## config.mk

```make
export PLATFORM = sky130hd
export DESIGN_NAME = bit_serial_lane_engine
export DESIGN_NICKNAME = d
export VERILOG_FILES = /design/src/rtl/bit_serial_pkg.sv /design/src/rtl/bit_serial_cell.sv /design/src/rtl/bit_serial_lane_engine.sv
export SDC_FILE = /design/constraint.sdc
export NUM_CORES = 1
export LEC_CHECK = 0
export ABC_AREA = 1
export BUFFER_PORTS_ARGS = -buffer_cell sky130_fd_sc_hd__buf_2
export CORE_MARGIN = 5
export CORE_UTILIZATION = 25
export CTS_CLUSTER_DIAMETER = 40
export DETAILED_ROUTE_END_ITERATION = 10
export RECOVER_POWER = 50
export SYNTH_ARGS = -nofsm -noshare
export SYNTH_HDL_FRONTEND = slang
export SYNTH_HIERARCHICAL = 1
export SYNTH_SLANG_ARGS = --single-unit
```

## constraint.sdc

```tcl
create_clock -name clk -period 3.68 [get_ports clk]
set_input_delay 0.736 -clock clk [delete_from_list [all_inputs] [get_ports clk]]
set_output_delay 0.736 -clock clk [all_outputs]
set_load 0.02 [all_outputs]
```

## src/rtl/bit_serial_pkg.sv

```systemverilog
// -----------------------------------------------------------------------------
// bit_serial_pkg
// Shared types for the bit-serial lane engine: opcode and FSM state enums,
// the opcode width, and a helper that says whether an opcode is executable.
// Configuration macro: BIT_SERIAL_ADD_EN (when undefined, ADD is not
// executable and is reported as illegal).
// -----------------------------------------------------------------------------
package bit_serial_pkg;

    localparam int OP_W = 3;

    typedef enum logic [OP_W-1:0] {
        OP_AND  = 3'd0,
        OP_OR   = 3'd1,
        OP_XOR  = 3'd2,
        OP_ADD  = 3'd3,
        OP_MUX  = 3'd4,
        OP_GXOR = 3'd5,
        OP_REV  = 3'd6,
        OP_ILL  = 3'd7
    } op_e;

    typedef enum logic [1:0] {
        IDLE = 2'd0,
        RUN  = 2'd1,
        DONE = 2'd2
    } state_e;

    // True when the engine cannot execute this opcode; such an operation
    // produces an all-zero result with the error flag set.
    function automatic logic op_illegal(op_e op);
`ifdef BIT_SERIAL_ADD_EN
        return (op == OP_ILL);
`else
        return (op == OP_ILL) || (op == OP_ADD);
`endif
    endfunction

endpackage

```

## src/rtl/bit_serial_cell.sv

```systemverilog
// -----------------------------------------------------------------------------
// bit_serial_cell
// Combinational single-lane ALU used by the bit-serial engine.
// Ports:
//   op    in  opcode (op_e)
//   a     in  lane bit of operand A (already bit-reversed by the caller for REV)
//   b     in  lane bit of operand B
//   sel   in  mux select / gate enable
//   cin   in  carry in   (only with BIT_SERIAL_ADD_EN)
//   cout  out carry out  (only with BIT_SERIAL_ADD_EN)
//   y     out lane result
// Configuration macro: BIT_SERIAL_ADD_EN enables the ADD lane and carry ports.
// -----------------------------------------------------------------------------
module bit_serial_cell
    import bit_serial_pkg::*;
(
    input  op_e  op,
    input  logic a,
    input  logic b,
    input  logic sel,
`ifdef BIT_SERIAL_ADD_EN
    input  logic cin,
    output logic cout,
`endif
    output logic y
);

    always_comb begin
        y = 1'b0;
`ifdef BIT_SERIAL_ADD_EN
        cout = 1'b0;
`endif
        case (op)
            OP_AND:  y = a & b;
            OP_OR:   y = a | b;
            OP_XOR:  y = a ^ b;
`ifdef BIT_SERIAL_ADD_EN
            OP_ADD: begin
                y    = a ^ b ^ cin;
                cout = (a & b) | (cin & (a ^ b));
            end
`endif
            OP_MUX:  y = sel ? a : b;
            OP_GXOR: y = (a ^ b) & sel;
            OP_REV:  y = a;
            default: y = 1'b0;
        endcase
    end

endmodule

```

## src/rtl/bit_serial_lane_engine.sv

```systemverilog
// -----------------------------------------------------------------------------
// bit_serial_lane_engine
// Accepts one WIDTH-bit operation and evaluates it one bit lane per cycle,
// LSB first, packing the lane results into a WIDTH-bit vector. Every opcode
// takes exactly WIDTH RUN cycles.
// Ports:
//   clk, rst_n            clock, synchronous active-low reset
//   in_valid / in_ready   request handshake (ready only in IDLE)
//   in_op, in_a, in_b,
//   in_sel                request payload, latched on accept
//   out_valid / out_ready result handshake (valid only in DONE)
//   out_data              packed result
//   out_carry             final carry of ADD, 0 otherwise
//   out_err               opcode illegal/unsupported (out_data is then 0)
// Configuration macro: BIT_SERIAL_ADD_EN (ADD and the carry flop exist only
// when defined; otherwise opcode 3 is illegal and out_carry is tied 0).
// -----------------------------------------------------------------------------
module bit_serial_lane_engine
    import bit_serial_pkg::*;
#(
    parameter int WIDTH = 4
) (
    input  logic             clk,
    input  logic             rst_n,
    input  logic             in_valid,
    output logic             in_ready,
    input  logic [OP_W-1:0]  in_op,
    input  logic [WIDTH-1:0] in_a,
    input  logic [WIDTH-1:0] in_b,
    input  logic             in_sel,
    output logic             out_valid,
    input  logic             out_ready,
    output logic [WIDTH-1:0] out_data,
    output logic             out_carry,
    output logic             out_err
);

    localparam int IDX_W = $clog2(WIDTH);

    state_e             state_reg, state_next;
    logic [IDX_W-1:0]   idx_reg;
    logic [WIDTH-1:0]   a_reg;
    logic [WIDTH-1:0]   b_reg;
    op_e                op_reg;
    logic               sel_reg;
    logic [WIDTH-1:0]   out_data_reg;
    logic               out_err_reg;
`ifdef BIT_SERIAL_ADD_EN
    logic               carry_reg;
    logic               out_carry_reg;
    logic               lane_cout;
`endif

    logic [WIDTH-1:0]   a_rev;
    logic               lane_a;
    logic               lane_y;
    logic               last_lane;

    // Bit-reversed copy of A so REV can reuse the plain "y = a" lane.
    for (genvar gi = 0; gi < WIDTH; gi++) begin : g_rev
        assign a_rev[gi] = a_reg[WIDTH-1-gi];
    end

    assign lane_a    = (op_reg == OP_REV) ? a_rev[idx_reg] : a_reg[idx_reg];
    assign last_lane = (idx_reg == IDX_W'(WIDTH - 1));

    bit_serial_cell u_cell (
        .op   (op_reg),
        .a    (lane_a),
        .b    (b_reg[idx_reg]),
        .sel  (sel_reg),
`ifdef BIT_SERIAL_ADD_EN
        .cin  (carry_reg),
        .cout (lane_cout),
`endif
        .y    (lane_y)
    );

    always_comb begin
        state_next = state_reg;
        case (state_reg)
            IDLE:    if (in_valid)  state_next = RUN;
            RUN:     if (last_lane) state_next = DONE;
            DONE:    if (out_ready) state_next = IDLE;
            default: state_next = IDLE;
        endcase
    end

    always_ff @(posedge clk) begin
        if (!rst_n) begin
            state_reg     <= IDLE;
            idx_reg       <= '0;
            a_reg         <= '0;
            b_reg         <= '0;
            op_reg        <= OP_AND;
            sel_reg       <= 1'b0;
            out_data_reg  <= '0;
            out_err_reg   <= 1'b0;
`ifdef BIT_SERIAL_ADD_EN
            carry_reg     <= 1'b0;
            out_carry_reg <= 1'b0;
`endif
        end else begin
            state_reg <= state_next;
            case (state_reg)
                IDLE: begin
                    if (in_valid) begin
                        a_reg         <= in_a;
                        b_reg         <= in_b;
                        op_reg        <= op_e'(in_op);
                        sel_reg       <= in_sel;
                        idx_reg       <= '0;
                        out_data_reg  <= '0;
                        out_err_reg   <= 1'b0;
`ifdef BIT_SERIAL_ADD_EN
                        carry_reg     <= 1'b0;
                        out_carry_reg <= 1'b0;
`endif
                    end
                end
                RUN: begin
                    out_data_reg[idx_reg] <= lane_y;
`ifdef BIT_SERIAL_ADD_EN
                    carry_reg <= lane_cout;
`endif
                    if (last_lane) begin
                        // Index stays at WIDTH-1; the next accept reloads it.
                        out_err_reg <= op_illegal(op_reg);
`ifdef BIT_SERIAL_ADD_EN
                        out_carry_reg <= lane_cout;
`endif
                    end else begin
                        idx_reg <= idx_reg + IDX_W'(1);
                    end
                end
                default: ;
            endcase
        end
    end

    assign in_ready  = (state_reg == IDLE);
    assign out_valid = (state_reg == DONE);
    assign out_data  = out_data_reg;
    assign out_err   = out_err_reg;
`ifdef BIT_SERIAL_ADD_EN
    assign out_carry = out_carry_reg;
`else
    assign out_carry = 1'b0;
`endif

endmodule
```

==> impl_metrics.json <==
{
  "status": "complete, no violations",
  "num_antenna_cells": 0,
  "clkLatencyLatePin_ns": 0.26,
  "clock_skew_ns": 0.00406,
  "wirelength_um": 2580,
  "p_clk_share_pct": 28.4,
  "port_buffers": 22,
  "vdd_ir_drop_max_v": 0.0000964,
  "ctsResizeCount": 0,
  "powerDensity_mw_per_mm2": 380,
  "synthCells": 187,
  "multi_input_area_um2": 653,
  "gr-usage-met3_pct": 2.24,
  "yosys_warnings": 6,
  "drv_cap": 0,
  "die_width_um": 80.3,
  "root_buffer": "clkbuf_8",
  "postLayoutCellArea_mm2": 0.00140,
  "hold_path_class": "register to register",
  "fin_ws_ns": 1.47,
  "switching_share_pct": 30.9,
  "rr_worst_depth": 15,
  "maxSlewViolCount": 0,
  "ant_nets": 0,
  "yosysUniqueCellTypes": 23,
  "die_h_um": 80.3,
  "p_int_w": 0.000367,
  "slowest_stage": "dfxtp_1",
  "seqCellArea_um2": 420,
  "area_growth_pct": 13.2,
  "firstDrtPassIters": 6,
  "cts.clk_slew.worst_paths_ns": 0.08,
  "worstPathArrival_ns": 2.36,
  "reg2reg_slack_ns": 1.47,
  "post-route-util_pct": 29.4,
  "grt_pass1_vias": 1107,
  "cp-start-kind": "register",
  "die_area_mm2": 0.00645,
  "grt_max_degree": 22,
  "cts_tree": "built",
  "synth_top_area_cell": "dfxtp_1",
  "critical_path_class": "register to register",
  "crit_required_ns": 3.83,
  "nets": 230,
  "seq_area_frac_synth_pct": 34.0,
  "synth_edf_count": 0,
  "post_cts_buffers": 0,
  "syn-num-nets": 210,
  "grtUsageMet1_pct": 10.3,
  "ctsHoldBuffers": 0,
  "drt_iter0_drc": 34,
  "p_comb_share_pct": 22.2,
  "rsz0062_at_grt": "false",
  "cp_max_fo": 10,
  "async_flop_share_pct": 0,
  "synth_seq_cells": 21,
  "drc": 0,
  "end_kind": "register",
  "tightest_slew_ns": 0.687,
  "min_path_cells": 2,
  "crit_family": "simple AND/OR/NAND/NOR gates",
  "grt_busiest_layer": "met2",
  "viasPerCell": 4.06,
  "wl_per_cell_um": 9.44,
  "fillers": 559,
  "grt_pass1_wl_um": 4620,
  "min_from": "out_data[0]",
  "leakage_nw": 0.690,
  "period_share_pct": 60.1,
  "avgSynthCellArea_um2": 6.61,
  "num_rows": 25,
  "core_area_mm2": 0.00475,
  "initial_utilization_pct": 26.0,
  "setup_viol": 0,
  "grt_usage_pct": 8.98,
  "max-slew-margin-rel_pct": 54.1,
  "synthTopCellsByCount": "nor2_1, nand2_1, dfxtp_1, inv_1, o21ai_0",
  "p_switching_w": 0.000164,
  "slowest_delay_ns": 0.52,
  "htreeDepth": 1,
  "min_to": "out_data[0]",
  "drive_gt1_share_pct": 14.6,
  "fmax_ghz": 0.452,
  "finalSetupTns_ns": 0,
  "use_met2_pct": 15.6,
  "gp_congestion": 0.819,
  "overflow": 0,
  "synth.most_common_cell": "nor2_1",
  "period_needed_ns": 2.21,
  "r2r-end": "out_data[3]",
  "seqPwrFrac_pct": 49.4,
  "yosys.area.top_type_share_pct": 34.0,
  "hold_viol_final": 0,
  "route.vias.total": 1109,
  "clockBufferDepth": 2,
  "dp_slack_ns": 1.49,
  "grt_antenna_before_repair": 0,
  "cts.sinks": 21,
  "dpl-instance-area_mm2": 0.00137,
  "r2r-start": "idx_reg[0]",
  "hpwl_um": 1950,
  "cp.buffers_inverters": 3,
  "numCtsBuffers": 3,
  "io_pins": 24,
  "ys_top_cells_by_area": "dfxtp_1, nor2_1, nand2_1",
  "path_cells": "clkinv_1 -> nand2_1 -> nand3_1 -> nand3b_1 -> nand2_1 -> inv_1 -> ha_1 -> inv_1 -> nor2_1 -> nand3_1 -> nand3_2 -> nand2_1 -> nor2_1 -> a21oi_1 -> nor2_1",
  "synth_area_mm2": 0.00124,
  "ys.flop_type": "dfxtp_1"
}
## worst min-delay path, stage by stage (launching register included)
cell and delay, ns:
dfxtp_1 0.33, nor2_1 0.05, nor2_1 0.07
## cells by family (layout without fill, tap and decap cells)
group                    Yosys count  in the layout  synth area share, %
flip-flops                        21             21                 34.0
AO/OA/AOI/OAI                     20             20                 8.20
adder cells (fa/ha/maj)            7              7                 7.08
other                              1              1                0.303
buffers and inverters             30             49                 11.9
AND/OR/NAND/NOR                  108            108                 38.5
## power groups by stage
stage	Combinational (W)	Sequential [W]	Clock, W
5_1_grt	0.000142	0.000266	0.000168
2_1_floorplan	0.0000975	0.000267	0
6_report	0.000118	0.000262	0.000151
3_3_place_gp	0.000120	0.000268	0
4_1_cts	0.000122	0.000263	0.000162
3_5_place_dp	0.000121	0.000269	0
## routing by layer
layer	routed length (µm)	share of wire, %
met5	0	0
met2	1210	47
met1	1190	46
met3	122	4.7
met4	51	2.0
## placed cells by master (no fill, tap or decap)
| master | netlist | routed |
|---|---|---|
| clkinv_1 | 1 | 1 |
| nor2_1 | 51 | 52 |
| buf_2 | 1 | 22 |
| nand3_1 | 11 | 11 |
| o21ai_0 | 13 | 13 |
| o22ai_1 | 1 | 1 |
| nand4_1 | 1 | 1 |
| nand3b_1 | 3 | 3 |
| nand3_2 | 4 | 4 |
| inv_1 | 21 | 22 |
| o21ai_1 | 2 | 2 |
| dfxtp_1 | 21 | 21 |
| a21oi_1 | 4 | 4 |
| conb_1 | 1 | 1 |
| ha_1 | 7 | 7 |
| nand2_1 | 35 | 36 |
| clkbuf_8 | 0 | 3 |
| nor2_2 | 1 | 1 |
| clkbuf_1 | 1 | 1 |
## through the flow
step	instances	power, W	hold WS [ns]
final	273	0.000531	0.477
after global routing	273	0.000576	0.505
after CTS	273	0.000546	0.480
after detailed placement	269	0.000390	0.461
after global placement	269	0.000388	0.453
after floorplan	187	0.000365	0.449
## final cells by class
type	instances	area share, %
Inverter	23	6.17
Sequential cell	21	30.1
Timing Repair Buffer	22	7.87
Multi-Input combinational cell	136	46.7
Tap cell	67	5.99
Clock buffer	4	3.22
## worst max path at each step
stage	startpoint	to	slack (ns)	cells past startpoint
after floorplan	idx_reg[0]	out_data[3]	1.78	15
after global placement	idx_reg[0]	out_data[3]	1.54	16
after detailed placement	idx_reg[0]	out_data[3]	1.49	15
after CTS	idx_reg[0]	out_data[3]	1.46	15
after global routing	idx_reg[0]	out_data[1]	1.12	15
final	idx_reg[0]	out_data[3]	1.47	15
No activity file was read; power rests on OpenSTA's default activity.
